$ cat config.mk
export PLATFORM = sky130hd
export DESIGN_NAME = ctrl_pipe_decoder
export DESIGN_NICKNAME = d
export VERILOG_FILES = /design/src/rtl/ctrl_pipe_decoder.sv
export SDC_FILE = /design/constraint.sdc
export NUM_CORES = 1
export LEC_CHECK = 0
export BUFFER_PORTS_ARGS = -buffer_cell sky130_fd_sc_hd__buf_4
export CAP_MARGIN = 20
export CORE_ASPECT_RATIO = 1.4
export CORE_MARGIN = 1.5
export CORE_UTILIZATION = 43
export CTS_CLUSTER_SIZE = 24
export DETAILED_ROUTE_END_ITERATION = 12
export HOLD_SLACK_MARGIN = 0.06
export PLACE_DENSITY = 0.75
export SLEW_MARGIN = 20
export SYNTH_ARGS = -nofsm -noshare
export SYNTH_HDL_FRONTEND = slang
export SYNTH_SLANG_ARGS = --single-unit
$ cat constraint.sdc
create_clock -name clk_i -period 1.95 [get_ports clk_i]
set_input_delay 0.39 -clock clk_i [delete_from_list [all_inputs] [get_ports clk_i]]
set_output_delay 0.39 -clock clk_i [all_outputs]
set_load 0.005 [all_outputs]
$ cat src/rtl/ctrl_pipe_decoder.sv
// Main-control decoder for the 5-stage MIPS pipeline, ID/EX/MEM/WB control regs.
// Optional jump support (j, jal) is enabled by defining CTRL_JUMP_EN.
module ctrl_pipe_decoder #(
    parameter int OP_W    = 6,
    parameter int ALUOP_W = 3,
    parameter int REG_W   = 5
) (
    input  logic               clk_i,
    input  logic               rst_i,
    input  logic               id_valid_i,
    input  logic [OP_W-1:0]    instr_op_i,
    input  logic [REG_W-1:0]   id_rs_i,
    input  logic [REG_W-1:0]   id_rt_i,
    input  logic [REG_W-1:0]   ex_rt_i,
    input  logic               stall_i,
    input  logic               flush_i,
    output logic               hazard_o,
    output logic               ex_valid_o,
    output logic [ALUOP_W-1:0] ex_alu_op_o,
    output logic               ex_alusrc_o,
    output logic               ex_regdst_o,
    output logic               ex_illegal_o,
    output logic               mem_branch_o,
    output logic [1:0]         mem_br_type_o,
    output logic               mem_read_o,
    output logic               mem_write_o,
    output logic               wb_regwrite_o,
    output logic               wb_memtoreg_o
`ifdef CTRL_JUMP_EN
   ,output logic               id_jump_o,
    output logic               wb_link_o
`endif
);

    localparam logic [OP_W-1:0] OP_R    = OP_W'(6'b000000);
    localparam logic [OP_W-1:0] OP_ADDI = OP_W'(6'b001000);
    localparam logic [OP_W-1:0] OP_SLTI = OP_W'(6'b001010);
    localparam logic [OP_W-1:0] OP_LW   = OP_W'(6'b100011);
    localparam logic [OP_W-1:0] OP_SW   = OP_W'(6'b101011);
    localparam logic [OP_W-1:0] OP_BEQ  = OP_W'(6'b000100);
    localparam logic [OP_W-1:0] OP_BNE  = OP_W'(6'b000101);
    localparam logic [OP_W-1:0] OP_BGEZ = OP_W'(6'b000001);
    localparam logic [OP_W-1:0] OP_BGTZ = OP_W'(6'b000111);
`ifdef CTRL_JUMP_EN
    localparam logic [OP_W-1:0] OP_J    = OP_W'(6'b000010);
    localparam logic [OP_W-1:0] OP_JAL  = OP_W'(6'b000011);
`endif

    typedef struct packed {
        logic               valid;
        logic [ALUOP_W-1:0] alu_op;
        logic               alusrc;
        logic               regdst;
        logic               illegal;
        logic               branch;
        logic [1:0]         br_type;
        logic               memread;
        logic               memwrite;
        logic               regwrite;
        logic               memtoreg;
`ifdef CTRL_JUMP_EN
        logic               link;
`endif
    } ex_ctrl_t;

    typedef struct packed {
        logic       valid;
        logic       branch;
        logic [1:0] br_type;
        logic       memread;
        logic       memwrite;
        logic       regwrite;
        logic       memtoreg;
`ifdef CTRL_JUMP_EN
        logic       link;
`endif
    } mem_ctrl_t;

    typedef struct packed {
        logic valid;
        logic regwrite;
        logic memtoreg;
`ifdef CTRL_JUMP_EN
        logic link;
`endif
    } wb_ctrl_t;

    ex_ctrl_t  dec;
    ex_ctrl_t  ex_q;
    mem_ctrl_t mem_q;
    mem_ctrl_t mem_d;
    wb_ctrl_t  wb_q;
    wb_ctrl_t  wb_d;
    logic      rt_used;
`ifdef CTRL_JUMP_EN
    logic      dec_jump;
`endif

    // Opcode decode, squashed to an all-zero bubble when ID is empty
    always_comb begin
        dec     = '0;
        rt_used = 1'b0;
`ifdef CTRL_JUMP_EN
        dec_jump = 1'b0;
`endif
        dec.valid = 1'b1;
        case (instr_op_i)
            OP_R: begin
                dec.regdst   = 1'b1;
                dec.regwrite = 1'b1;
                dec.alu_op   = ALUOP_W'(3'b100);
                rt_used      = 1'b1;
            end
            OP_ADDI: begin
                dec.alusrc   = 1'b1;
                dec.regwrite = 1'b1;
            end
            OP_SLTI: begin
                dec.alusrc   = 1'b1;
                dec.regwrite = 1'b1;
                dec.alu_op   = ALUOP_W'(3'b010);
            end
            OP_LW: begin
                dec.alusrc   = 1'b1;
                dec.memread  = 1'b1;
                dec.memtoreg = 1'b1;
                dec.regwrite = 1'b1;
            end
            OP_SW: begin
                dec.alusrc   = 1'b1;
                dec.memwrite = 1'b1;
                rt_used      = 1'b1;
            end
            OP_BEQ, OP_BNE, OP_BGEZ, OP_BGTZ: begin
                dec.branch = 1'b1;
                dec.alu_op = ALUOP_W'(3'b001);
                rt_used    = (instr_op_i == OP_BEQ) || (instr_op_i == OP_BNE);
                case (instr_op_i)
                    OP_BNE:  dec.br_type = 2'b01;
                    OP_BGEZ: dec.br_type = 2'b10;
                    OP_BGTZ: dec.br_type = 2'b11;
                    default: dec.br_type = 2'b00;
                endcase
            end
`ifdef CTRL_JUMP_EN
            OP_J: begin
                dec_jump = 1'b1;
            end
            OP_JAL: begin
                dec_jump     = 1'b1;
                dec.regwrite = 1'b1;
                dec.link     = 1'b1;
            end
`endif
            default: dec.illegal = 1'b1;
        endcase
        if (!id_valid_i) begin
            dec     = '0;
            rt_used = 1'b0;
`ifdef CTRL_JUMP_EN
            dec_jump = 1'b0;
`endif
        end
    end

    // Load-use: the load in EX writes a register the ID instruction reads
    assign hazard_o = !rst_i && id_valid_i && ex_q.valid && ex_q.memread &&
                      (ex_rt_i != '0) &&
                      ((ex_rt_i == id_rs_i) ||
                       (rt_used && (ex_rt_i == id_rt_i)));

    // Next-stage views of the EX and MEM control bundles
    always_comb begin
        mem_d          = '0;
        mem_d.valid    = ex_q.valid;
        mem_d.branch   = ex_q.branch;
        mem_d.br_type  = ex_q.br_type;
        mem_d.memread  = ex_q.memread;
        mem_d.memwrite = ex_q.memwrite;
        mem_d.regwrite = ex_q.regwrite;
        mem_d.memtoreg = ex_q.memtoreg;
`ifdef CTRL_JUMP_EN
        mem_d.link     = ex_q.link;
`endif
        wb_d           = '0;
        wb_d.valid     = mem_q.valid;
        wb_d.regwrite  = mem_q.regwrite;
        wb_d.memtoreg  = mem_q.memtoreg;
`ifdef CTRL_JUMP_EN
        wb_d.link      = mem_q.link;
`endif
    end

    // Stage registers: reset > flush > stall > load-use bubble > shift
    always_ff @(posedge clk_i) begin
        if (rst_i) begin
            ex_q  <= '0;
            mem_q <= '0;
            wb_q  <= '0;
        end else if (flush_i) begin
            ex_q  <= '0;
            mem_q <= '0;
            wb_q  <= wb_d;
        end else if (!stall_i) begin
            ex_q  <= hazard_o ? '0 : dec;
            mem_q <= mem_d;
            wb_q  <= wb_d;
        end
    end

    assign ex_valid_o    = ex_q.valid;
    assign ex_alu_op_o   = ex_q.alu_op;
    assign ex_alusrc_o   = ex_q.alusrc;
    assign ex_regdst_o   = ex_q.regdst;
    assign ex_illegal_o  = ex_q.illegal;
    assign mem_branch_o  = mem_q.branch;
    assign mem_br_type_o = mem_q.br_type;
    assign mem_read_o    = mem_q.memread;
    assign mem_write_o   = mem_q.memwrite;
    assign wb_regwrite_o = wb_q.regwrite;
    assign wb_memtoreg_o = wb_q.memtoreg;
`ifdef CTRL_JUMP_EN
    assign id_jump_o     = dec_jump && !hazard_o;
    assign wb_link_o     = wb_q.link;
`endif

endmodule

==> results of run 1 <==
==> metrics by stage <==
step | instance area [um^2] | cells | util (%)
2_1_floorplan | 1061 | 116 | -
6_report | 1399 | 179 | 59.15
3_3_place_gp | 1373 | 175 | 58.04
5_1_grt | 1399 | 179 | 59.15
4_1_cts | 1399 | 179 | 59.15
3_5_place_dp | 1373 | 175 | 58.04
==> metal layers <==
metal | track usage [%] | wire length [um]
met5 | 0 | 0
met4 | 13.03 | 72
met3 | 1.734 | 64
met2 | 34.69 | 1351
met1 | 18.21 | 958
==> worst reg2reg max path, cell delays in order, from the launching register on <==
cell and delay [ps]:
sky130_fd_sc_hd__dfxtp_1 370, sky130_fd_sc_hd__and4b_1 240, sky130_fd_sc_hd__o221ai_2 120, sky130_fd_sc_hd__buf_4 200
sky130_fd_sc_hd__a22o_2 220
==> power by group <==
group | total [W] | switching [W] | leakage (nW) | internal, W
clock | 0.000192 | 0.000113 | 0.0150 | 0.0000796
combinational | 0.000136 | 0.0000595 | 0.455 | 0.0000762
sequential | 0.000391 | 0.00000124 | 0.153 | 0.000390
==> worst max path at each step <==
stage	from	endpoint	slack [ps]	cells after the start
floorplan	instr_op_i[2]	hazard_o	5	7
global placement	instr_op_i[3]	hazard_o	30	7
detailed placement	instr_op_i[3]	hazard_o	-3	7
CTS	instr_op_i[3]	hazard_o	60	7
global route	instr_op_i[3]	hazard_o	20	7
finish	ex_rt_i[0]	hazard_o	60	5
==> kinds of logic after synthesis <==
group / synth area share (%)
mux: 8.491
simple gates: 24.18
buf+inv: 8.727
flops: 35.85
xor+xnor: 8.255
compound gates: 14.50
==> cells in the final DEF (no fill, tap or decap), types with 3 or more instances in the layout <==
master                     synthesis  layout
sky130_fd_sc_hd__a22o_1            8       8
sky130_fd_sc_hd__clkbuf_4          0       3
sky130_fd_sc_hd__nor3_1            6       6
sky130_fd_sc_hd__nor2_1           13      13
sky130_fd_sc_hd__dfxtp_1          19      19
sky130_fd_sc_hd__nand2b_1          3       3
sky130_fd_sc_hd__buf_4             5      49
sky130_fd_sc_hd__xnor2_1           8       8
sky130_fd_sc_hd__mux2i_1           9       9
sky130_fd_sc_hd__nor4_1            3       3
sky130_fd_sc_hd__nand2_1           5       5
==> area by class of cell <==
class	count	share of cell area (%)
multi-input combinational	82	42.04
sequential	19	27.19
timing repair buffer	49	26.30
tap	23	2.057
clock buffer	4	1.878
inverter	2	0.5367
==> registers in the layout, indices dropped and copies added, names as in the netlist <==
signal	count
ex_q	5
ex_alu_op_o	3
mem_br_type_o	2
ex_alusrc_o	1
ex_illegal_o	1
ex_valid_o	1
mem_branch_o	1
mem_q	1
mem_read_o	1
mem_write_o	1
wb_memtoreg_o	1
wb_regwrite_o	1
==> results, run 1 <==
- The transition time at the pin with the least slew margin is 700.6 ps.
- The share of the synthesized area in the top cell type is 35.85%.
- At the worst endpoint, the arrival time is 1500 ps.
- The number of cells on the worst reg-to-reg path is 4.
- The relative area change from synthesis to final layout is 31.84%.
- The synthesized design contains 0 enable-type register cells.
- The repair_antennas step left the layout with diodes totalling 0.
- Summing every instance area after synthesis gives 1061 um^2.
- The end of the worst register-to-register path is ex_illegal_o$_SDFFE_PP0N_.
- The placeable core area is 2365 um^2.
- After clock tree synthesis, the clock-pin slew on the worst setup and hold paths is 100 ps.
- For this design the top-level I/O count stands at 41.
- In the synthesized netlist, the number of instances is 116.
- Clock tree synthesis inserted a total of 3 buffers.
- No sink is reached through more buffers than the 2 on the longest clock path.
- The count of filler cells inserted in the layout is 221.
- IR analysis of the VDD net gives a maximum drop of 0.1941 mV.
- The die area is 2779 um^2.
- The path type of the worst min-delay path is input pin to flop.
- The total of cells resized after clock tree synthesis is 0.
- The average detailed-routed wire length per instance is 13.66 um.
- The area used by multi-input combinational logic is 588.1 um^2.
- Dividing total power by cell area gives a power density of 514.0 nW/um^2.
- The worst setup path is launched from an input pin.
- The later pin in the worst-skew pair is clocked with a latency of 290 ps.
- The worst hold path was traced through 2 stages.
- The library cell used as clock root buffer is sky130_fd_sc_hd__clkbuf_4.
- The post-detailed-route DRC marker count is 0.
- Among all stages on the critical path, the largest delay is contributed by sky130_fd_sc_hd__or4_1.
- Counting flops with an async set or reset pin after synthesis yields a share of 0%.
- The category of the most critical setup path is input pin to primary output.
- At the end of the flow, the number of nets in the layout was 183.
- For the final routed database, the setup TNS stands at 0 ps.
- Before CTS, the worst setup slack after placement is -3.027 ps.
- The number of antenna violations at the first check in global routing is 0.
- The number of warnings printed during yosys synthesis is 0.
- The worst hold path terminates at wb_memtoreg_o$_SDFFE_PP0P_.
- The count of pins over their slew limit is 0.
- The DRC violation total after the first TritonRoute iteration is 24.
- The starting utilization of the core area is 44.87%.
- The largest net degree at the start of global routing is 12.
- The number of input and output port buffers inserted is 40.
- Cells with a size suffix above 1 make up 37.82% of the layout.
- The via count of the first global-routing pass is 952.
- The post-synthesis average cell area is 9.147 um^2.
- The fraction of the yosys area taken by sequential cells is 35.85%.
- Once the clock tree was built, the setup fixing pass inserted 0 buffers.
- Summed over all nets, the half-perimeter wirelength after detailed placement is 2033 um.
- The static leakage is 0.6228 nW.
- After synthesis, the cell types taking the most area are sky130_fd_sc_hd__dfxtp_1, sky130_fd_sc_hd__mux2i_1, sky130_fd_sc_hd__a22o_1.
- The max-cap violation count is 0.
- In this run the remaining antenna-violating nets after routing total 0.
- The most repeated library cell on the critical path is sky130_fd_sc_hd__buf_4.
- The startpoint of the tightest hold check path is rst_i.
- The upper clock frequency limit is 530.3 MHz.
- The floorplan step set the die height to 61.78 um.
- The data required time of the critical path is 1560 ps.
- The number of hold-slack violations in the final timing report came to 0.
- STA classifies the critical path endpoint as a primary output.
- Setup violations remaining at the end of the flow were counted as 0.
- Across every metal layer, demand over resource in global routing totals 18.35%.
- The cell family contributing the most delay on the critical path is simple AND/OR/NAND/NOR gates.
- The number of buffers and inverters on the critical path is 3.
- The smallest hold slack is 278.0 ps.
- TritonCTS built the clock tree.
- In this run the number of H-tree levels came out at 1.
- Sorting the synthesized cells by how often they occur yields sky130_fd_sc_hd__dfxtp_1, sky130_fd_sc_hd__nor2_1, sky130_fd_sc_hd__mux2i_1, sky130_fd_sc_hd__a22o_1, sky130_fd_sc_hd__xnor2_1.
- By instance count, the leading cell after synthesis is sky130_fd_sc_hd__dfxtp_1.
- The die extent in x is 44.98 um.
- For flop-to-flop paths, the worst setup slack is 710 ps.
- The signal on the critical path passes through buf_4 -> or4_1 -> o221ai_2 -> inv_1 -> buf_4.
- The dominant synthesized flop cell is sky130_fd_sc_hd__dfxtp_1.
- The flow ran to the end, and the final reports show no timing, DRC or antenna violations.
- The area occupied by registers is 380.4 um^2.
- The final critical-path share of the clock period is 96.70%.
- Once routing completed, OpenROAD measured the worst setup slack at 64.43 ps.
- The worst pin sits at a relative slew slack of 53.12%.
- Setup repair after global routing left no endpoint under its margin.
- Synthesis produced a netlist with a net count of 142.
- The floorplan has 21 rows.
- The completed layout was analyzed and its total power is 0.0007190 W.
- The via count is 981.
- Summed over all instances, the cell type with the most area after synthesis is sky130_fd_sc_hd__dfxtp_1.
- The first detailed-routing pass took 4 iterations.
- The global-route wire length before repair is 3726 um.
- The largest single stage delay on the critical path is 550 ps.
- The tree built by TritonCTS fans out to 19 sinks.
- The total congestion overflow is 0.
- In this run, post-CTS hold repair placed 0 buffers.
- The time the worst path needs with I/O delays and setup is 1886 ps.
- Of all nets on the critical path, the largest fanout is 3.
- The worst register-to-register path begins at ex_valid_o$_SDFFE_PP0N_.
- Counting flops and latches in the post-synthesis netlist gives 19.
- The via count normalized by instance count is 5.480.
- The final weighted congestion in routability-driven placement is 0.8985.
- The total detailed-routing wirelength is 2446 um.
- The number of distinct library cells after synthesis is 34.
- The clock arrives with 2.309 ps of skew.
No activity file was read; power rests on OpenSTA's default activity.
==> run 2: changes to the inputs <==
SETUP_SLACK_MARGIN = 0.15   (was unset)
==> run 2 against run 1 <==
  * Critical path depth rose by 2
  * Combinational power fell by 4%
  * Die area did not move
  * Cell area fell by 1.6%
  * Routed wire length fell by 4.7%
  * Clock skew fell by 1.5 ps
  * Setup slack improved by 12 ps
  * Hold slack improved by 4.6 ps
  * Critical endpoint unchanged
  * Core utilization fell by 0.95 points
  * Global-route usage fell by 1.5 points
  * First-iteration DRC count fell by 17%
==> results, run 2 (synthesized netlist as in run 1, its figures left out) <==
- The start of the worst register-to-register path is ex_valid_o$_SDFFE_PP0N_ (unchanged).
- The number of detailed-route iterations in the first pass is 4 (unchanged).
- The via count of the first global-routing pass came to 814 (was 952).
- The worst vdd rail ir drop is 0.2383 mV (was 0.1941 mV).
- The setup slack of the worst register-to-register path came to 690 ps (was 710 ps).
- The transition time at the pin with the least slew margin came to 682.3 ps (was 700.6 ps).
- The net count of the finished layout was 180 (was 183).
- The most common library cell in the layout ignoring fill and taps is sky130_fd_sc_hd__buf_4 (unchanged).
- The number of flip-flops under the largest register name is 5 (unchanged).
- The switching component of the power is 0.0001720 W (was 0.0001736 W).
- The critical path launch point was instr_op_i[3] (was ex_rt_i[0]).
- The number of sinks on the clock net was 19 (unchanged).
- The clock-pin slew reported for the worst setup and hold paths after clock tree synthesis is 100 ps (about the same).
- The area occupied by registers was 380.4 um^2 (unchanged).
- The critical path's slowest cell is sky130_fd_sc_hd__o32a_1 (was sky130_fd_sc_hd__or4_1).
- The largest net degree at the start of global routing is 12 (unchanged).
- The count of filler cells inserted in the layout came to 238 (was 221).
- Sequence of cells on the critical path: buf_4 -> or2_1 -> o32a_1 -> nor3_2 -> o221ai_2 -> inv_2 -> buf_4 (was buf_4 -> or4_1 -> o221ai_2 -> inv_1 -> buf_4).
- The path type of the worst min-delay path was input pin to flop (unchanged).
- The relative slew slack is 54.35% (was 53.12%).
- The starting utilization of the core area is 44.87% (unchanged).
- The die area is 2779 um^2 (unchanged).
- The accumulated negative setup slack is 0 ps (unchanged).
- The sequential group share of total power is 54.8% (was 54.4%).
- The fraction of power spent switching nets is 24.11% (was 24.14%).
- The post-detailed-route DRC marker count is 0 (unchanged).
- The count of pins over their slew limit is 0 (unchanged).
- The worst clock skew is 0.8389 ps (was 2.309 ps).
- The total detailed-routing wirelength is 2330 um (was 2446 um).
- The via count normalized by instance count is 5.375 (was 5.480).
- The number of diodes was 0 (unchanged).
- The category of the most critical setup path is input pin to primary output (unchanged).
- The die extent in x was 44.98 um (unchanged).
- The type of destination of the critical path is a primary output (unchanged).
- The TritonCTS clock tree is yes (unchanged).
- The top-level port count is 41 (unchanged).
- The final critical-path share of the clock period came to 96.10% (was 96.70%).
- The number of input and output port buffers inserted is 40 (unchanged).
- The max-cap violation count is 0 (unchanged).
- The antenna violation net count after detailed routing is 0 (unchanged).
- The total of endpoints with negative setup slack in the final report came to 0 (unchanged).
- The end of the worst register-to-register path is ex_q[5]$_SDFFE_PP0N_ (was ex_illegal_o$_SDFFE_PP0N_).
- The core occupancy in the finished layout was 58.20% (was 59.15%).
- Status: completed (unchanged).
- The worst path arrival time was 1480 ps (was 1500 ps).
- The buffer levels on the longest clock path is 2 (unchanged).
- The global-route wire length before repair is 3422 um (was 3726 um).
- The placeable core area is 2365 um^2 (unchanged).
- The most repeated library cell on the critical path is sky130_fd_sc_hd__buf_4 (unchanged).
- The time the worst path needs with I/O delays and setup is 1874 ps (was 1886 ps).
- The internal power consumption is 0.0005415 W (was 0.0005455 W).
- The final weighted congestion in routability-driven placement was 0.8294 (was 0.8985).
- The total congestion overflow came to 0 (unchanged).
- The number of hold-slack violations in the final timing report was 0 (unchanged).
- The relative area change from synthesis to final layout is 29.72% (was 31.84%).
- The share of post-route cells with drive strength above 1 is 37.25% (was 37.82%).
- The post-DP HPWL is 1864 um (was 2033 um).
- The element type at the critical path start is an input pin (unchanged).
- The number of antenna violations at the first check in global routing is 0 (unchanged).
- The placement row count is 21 (unchanged).
- The maximum fanout along the worst path was 7 (was 3).
- The register with the highest flop count is ex_q (unchanged).
- The average detailed-routed wire length per instance is 13.24 um (was 13.66 um).
- Commonest non-fill, non-tap cells in the layout: sky130_fd_sc_hd__buf_4, sky130_fd_sc_hd__dfxtp_1, sky130_fd_sc_hd__nor2_1, sky130_fd_sc_hd__mux2i_1 (unchanged).
- The area used by multi-input combinational logic is 588.1 um^2 (unchanged).
- The die height is 61.78 um (unchanged).
- The upper clock frequency limit is 533.6 MHz (was 530.3 MHz).
- The DRC violation total after the first TritonRoute iteration is 20 (was 24).
- The power per cell area came to 518.4 nW/um^2 (was 514.0 nW/um^2).
- The destination of the critical timing path is hazard_o (unchanged).
- The via count is 946 (was 981).
- The clock latency on the worst-skew pair is 280 ps (was 290 ps).
- The largest stage delay on the critical path came to 300 ps (was 550 ps).
- The portion of total power attributed to the clock network came to 26.9% (was 26.8%).
- The overall global routing resource usage was 16.85% (was 18.35%).
- RSZ-0062 raised after global routing: true (was false).
- The data required time of the critical path is 1560 ps (about the same).
- The static leakage came to 0.6058 nW (was 0.6228 nW).
- The portion of total power attributed to combinational logic is 18.3% (was 18.9%).
- The path depth of the worst reg2reg path is 4 (unchanged).
- The CTS H-tree depth is 1 (unchanged).
- The library cell used as clock root buffer is sky130_fd_sc_hd__clkbuf_4 (unchanged).
- The number of buffers inserted during clock tree synthesis is 3 (unchanged).
## run 2: cell count changes in the layout (fill, tap and decap cells not counted)
| cell | delta |
|---|---|
| sky130_fd_sc_hd__inv_1 | -1 |
| sky130_fd_sc_hd__inv_2 | +1 |
| sky130_fd_sc_hd__buf_4 | -3 |
## run 2: worst min path at each step
| stage | from | endpoint | slack, ps | depth (start not counted) |
|---|---|---|---|---|
| after floorplan | ex_q[1]$_SDFFE_PP0N_ | ex_q[1]$_SDFFE_PP0N_ | 450 | 1 |
| after global placement | ex_q[1]$_SDFFE_PP0N_ | ex_q[1]$_SDFFE_PP0N_ | 470 | 1 |
| after detailed placement | ex_illegal_o$_SDFFE_PP0N_ | ex_illegal_o$_SDFFE_PP0N_ | 470 | 1 |
| after CTS | rst_i | wb_regwrite_o$_SDFFE_PP0P_ | 280 | 2 |
| after global routing | rst_i | wb_regwrite_o$_SDFFE_PP0P_ | 270 | 2 |
| final | rst_i | wb_regwrite_o$_SDFFE_PP0P_ | 280 | 2 |
## run 2: critical path: cells and delay by family
family / cells / cell delay [ps]
buffers and inverters: 3 / 300
AO/OA/AOI/OAI: 2 / 440
AND/OR/NAND/NOR: 2 / 360
## run 2: what timing repair did
action                     4_1_cts  5_1_grt
buffers inserted                 0        0
gates cloned                     0        0
gates resized for setup          0        0
hold endpoints to repair         0        0
hold buffers                     0        0
setup endpoints to repair        1        1
pin swaps                        1        0
## run 2: layer usage
metal	track usage (%)	up-vias	wire length (um)
met1	18.36	437	1007
met2	31.02	23	1202
met5	0	-	0
met3	2.023	4	73
li1	-	482	-
met4	9.244	0	46
## run 2: metrics by stage
| step | power, W | cells | setup slack, ps | area, um^2 | hold WS (ps) |
|---|---|---|---|---|---|
| final | 0.0007134 | 176 | 76.00 | 1376 | 282.6 |
| after global routing | 0.0007457 | 176 | 17.88 | 1376 | 267.6 |
| after CTS | 0.0007179 | 176 | 70.38 | 1376 | 279.3 |
| after detailed placement | 0.0005295 | 172 | 59.22 | 1350 | 471.5 |
| after global placement | 0.0005263 | 172 | 68.39 | 1350 | 465.2 |
| after floorplan | 0.0004656 | 116 | 89.74 | 1064 | 448.6 |
## run 2: power groups by stage
stage | logic (W) | registers (W) | clock network [W]
after global routing | 0.000142 | 0.000391 | 0.000213
after global placement | 0.000127 | 0.000400 | 0
final | 0.000130 | 0.000391 | 0.000192
after floorplan | 0.0000658 | 0.000400 | 0
after CTS | 0.000131 | 0.000391 | 0.000196
after detailed placement | 0.000130 | 0.000400 | 0
## run 2: area by class of cell
type / count / share of cell area (%)
Clock buffer: 4 / 1.909
Inverter: 2 / 0.5455
Multi-Input combinational cell: 82 / 42.73
Sequential cell: 19 / 27.64
Tap cell: 23 / 2.091
Timing Repair Buffer: 46 / 25.09
==> run 3: changes to the inputs <==
CORE_UTILIZATION = 45   (was 43)
CTS_BUF_LIST = sky130_fd_sc_hd__clkbuf_4 sky130_fd_sc_hd__clkbuf_8   (was unset)
PLACE_DENSITY = 0.77   (was 0.75)
==> run 3 against run 2 <==
  * Non-clock buffer count is 1 lower
  * Cell count shrank 1.1%
  * Die area shrank 4.2%
  * Flip-flop and latch count is the same
  * Register-to-register slack better by 20 ps
  * Critical path type unchanged
  * Sequential share of layout area fell by 0.15 points
  * Total power is 0.69% higher
  * Cell area up 0.55%
==> results, run 3 (synthesized netlist as in run 1, its figures left out) <==
- Status: completed (unchanged).
- The final critical-path share of the clock period is 95.07% (was 96.10%).
- The global routing usage on met2 came to 36.76% (was 31.02%).
- The portion of total power attributed to the clock network is 27.3% (was 26.9%).
- The count of pins over their slew limit is 0 (unchanged).
- The maximum fanout along the worst path is 7 (unchanged).
- The number of sinks on the clock net is 19 (unchanged).
- The die height is 60.46 um (was 61.78 um).
- Commonest non-fill, non-tap cells in the layout: sky130_fd_sc_hd__buf_4, sky130_fd_sc_hd__dfxtp_1, sky130_fd_sc_hd__nor2_1, sky130_fd_sc_hd__mux2i_1 (unchanged).
- The total detailed-routing wirelength was 2335 um (was 2330 um).
- The critical path's slowest cell is sky130_fd_sc_hd__o32a_1 (unchanged).
- The cell area after placement is 1341 um^2 (was 1350 um^2).
- The cell area after layout is 1384 um^2 (was 1376 um^2).
- The DRC violation total after the first TritonRoute iteration is 20 (unchanged).
- The CTS H-tree depth is 1 (unchanged).
- The number of hold-slack violations in the final timing report was 0 (unchanged).
- The placeable core area is 2202 um^2 (was 2365 um^2).
- The largest net degree at the start of global routing is 12 (unchanged).
- The average detailed-routed wire length per instance is 13.42 um (was 13.24 um).
- The relative slew slack is 54.80% (was 54.35%).
- The final worst setup slack is 96.04 ps (was 76.00 ps).
- The post-detailed-route DRC marker count came to 0 (unchanged).
- The data required time of the critical path is 1560 ps (about the same).
- The number of diodes is 0 (unchanged).
- The largest stage delay on the critical path is 300 ps (about the same).
- The clock latency on the worst-skew pair is 300 ps (was 280 ps).
- The die area is 2662 um^2 (was 2779 um^2).
- The element type at the critical path start is an input pin (unchanged).
- The number of flip-flops under the largest register name is 5 (unchanged).
- The number of antenna violations at the first check in global routing was 0 (unchanged).
- The clock-pin slew reported for the worst setup and hold paths after clock tree synthesis is 100 ps (about the same).
- The portion of total power attributed to combinational logic is 18.2% (was 18.3%).
- The share of post-route cells with drive strength above 1 was 37.50% (was 37.25%).
- The buffer levels on the longest clock path is 2 (unchanged).
- The global-route met3 utilization is 2.679% (was 2.023%).
- The max-cap violation count was 0 (unchanged).
- The number of input and output port buffers inserted came to 40 (unchanged).
- The via count of the first global-routing pass is 934 (was 814).
- The count of filler cells inserted in the layout is 204 (was 238).
- The time the worst path needs with I/O delays and setup is 1854 ps (was 1874 ps).
- The path type of the worst min-delay path was input pin to flop (unchanged).
- The power per cell area is 519.1 nW/um^2 (was 518.4 nW/um^2).
- The final weighted congestion in routability-driven placement was 0.8230 (was 0.8294).
- The static leakage is 0.6083 nW (was 0.6058 nW).
- The type of destination of the critical path is a primary output (unchanged).
- The sequential group share of total power is 54.4% (was 54.8%).
- The library cell used as clock root buffer is sky130_fd_sc_hd__clkbuf_4 (unchanged).
- The overall global routing resource usage is 19.94% (was 16.85%).
- The transition time at the pin with the least slew margin came to 675.5 ps (was 682.3 ps).
- The internal power consumption came to 0.0005395 W (was 0.0005415 W).
- The total of endpoints with negative setup slack in the final report is 0 (unchanged).
- The relative area change from synthesis to final layout is 30.42% (was 29.72%).
- The cell family contributing the most delay on the critical path is compound AO/OA/AOI/OAI gates (unchanged).
- The post-DP HPWL is 1874 um (was 1864 um).
- The worst path arrival time is 1460 ps (was 1480 ps).
- The category of the most critical setup path is input pin to primary output (unchanged).
- The fraction of power spent switching nets is 24.91% (was 24.11%).
- RSZ-0062 raised after global routing: true (unchanged).
- The fraction of met1 tracks used by global routing is 22.85% (was 18.36%).
- The worst vdd rail ir drop is 0.2307 mV (was 0.2383 mV).
- The net count of the finished layout is 179 (was 180).
- The placement row count was 20 (was 21).
- The count of buffer and inverter cells on the critical path is 3 (unchanged).
- The die extent in x was 44.04 um (was 44.98 um).
- The starting utilization of the core area came to 48.18% (was 44.87%).
- The total congestion overflow was 0 (unchanged).
- The busiest layer in global routing is met2 (unchanged).
- The upper clock frequency limit is 539.4 MHz (was 533.6 MHz).
- The smallest hold slack is 279.0 ps (was 282.6 ps).
- The via count came to 948 (was 946).
- The pre-CTS setup slack came to 49.88 ps (was 59.22 ps).
- The register with the highest flop count is ex_q (unchanged).
- The number of detailed-route iterations in the first pass was 4 (unchanged).
- The worst clock skew came to 12.73 ps (was 0.8389 ps).
- The TritonCTS clock tree was yes (unchanged).
- The antenna violation net count after detailed routing was 0 (unchanged).
- Sequence of cells on the critical path: buf_8 -> or2_1 -> o32a_1 -> nor3_2 -> o221ai_2 -> inv_2 -> buf_6 (was buf_4 -> or2_1 -> o32a_1 -> nor3_2 -> o221ai_2 -> inv_2 -> buf_4).
- The top-level port count came to 41 (unchanged).
- The number of buffers inserted during clock tree synthesis is 3 (unchanged).
- The number of buffers inserted by hold repair at cts is 0 (unchanged).
- The total chip power is 0.0007184 W (was 0.0007134 W).
- The via count normalized by instance count is 5.448 (was 5.375).
- The global-route wire length before repair is 4008 um (was 3422 um).
- The most common library cell in the layout ignoring fill and taps is sky130_fd_sc_hd__buf_4 (unchanged).
- The switching component of the power is 0.0001789 W (was 0.0001720 W).
## run 3: changes by cell type in the layout (fill, tap and decap cells not counted), sizes merged
cell,previous run,this run
clkinv,0,1
buf,46,45
clkbuf,4,3
## run 3: what timing repair did
item | 4_1_cts | 5_1_grt
pin swaps | 0 | 0
cloned | 0 | 0
resized for setup | 0 | 4
setup buffers | 0 | 0
hold endpoints to repair | 0 | 0
setup endpoints to repair | 1 | 1
## run 3: stage by stage
stage	instances	TNS, ps	utilization, %
3_3_place_gp	170	0	60.91
6_report	174	0	62.84
3_5_place_dp	170	0	60.91
4_1_cts	174	0	62.16
5_1_grt	174	-9.624	62.84
2_1_floorplan	116	0	-
## run 3: routing by layer
| metal | share of wire, % | up-vias |
|---|---|---|
| met1 | 41 | 445 |
| met5 | 0 | - |
| li1 | - | 481 |
| met2 | 54 | 20 |
| met3 | 3.7 | 2 |
| met4 | 0.90 | 0 |
## run 3: worst paths after layout
check | start | end | slack (ps) | cells past startpoint
setup reg to reg | ex_valid_o$_SDFFE_PP0N_ | ex_illegal_o$_SDFFE_PP0N_ | 710 | 4
setup / recovery | instr_op_i[3] | hazard_o | 100 | 7
hold reg to reg | ex_q[5]$_SDFFE_PP0N_ | ex_q[5]$_SDFFE_PP0N_ | 490 | 1
hold / removal | rst_i | wb_regwrite_o$_SDFFE_PP0P_ | 280 | 2
## run 3: power by group through the flow
stage | logic, W | clock network (W) | registers, W
global placement | 0.000125 | 0 | 0.000400
global route | 0.000142 | 0.000218 | 0.000391
floorplan | 0.0000658 | 0 | 0.000400
detailed placement | 0.000128 | 0 | 0.000400
CTS | 0.000129 | 0.000204 | 0.000391
finish | 0.000131 | 0.000196 | 0.000391
## run 3: area by class of cell
type / count / area, um^2 / area share, %
clock buffers: 3 / 22.52 / 1.627
flip-flops and latches: 19 / 380.4 / 27.49
well taps: 22 / 27.53 / 1.989
clock inverters: 1 / 5.005 / 0.3617
multi-input cells: 82 / 588.1 / 42.50
repair buffers: 45 / 352.8 / 25.50
inverters: 2 / 7.507 / 0.5425
## run 3: worst reg2reg max path: stages, from the launching register on
cell	delay, ps
sky130_fd_sc_hd__dfxtp_1	380
sky130_fd_sc_hd__and4b_1	240
sky130_fd_sc_hd__o221ai_2	110
sky130_fd_sc_hd__buf_4	190
sky130_fd_sc_hd__a22o_2	220
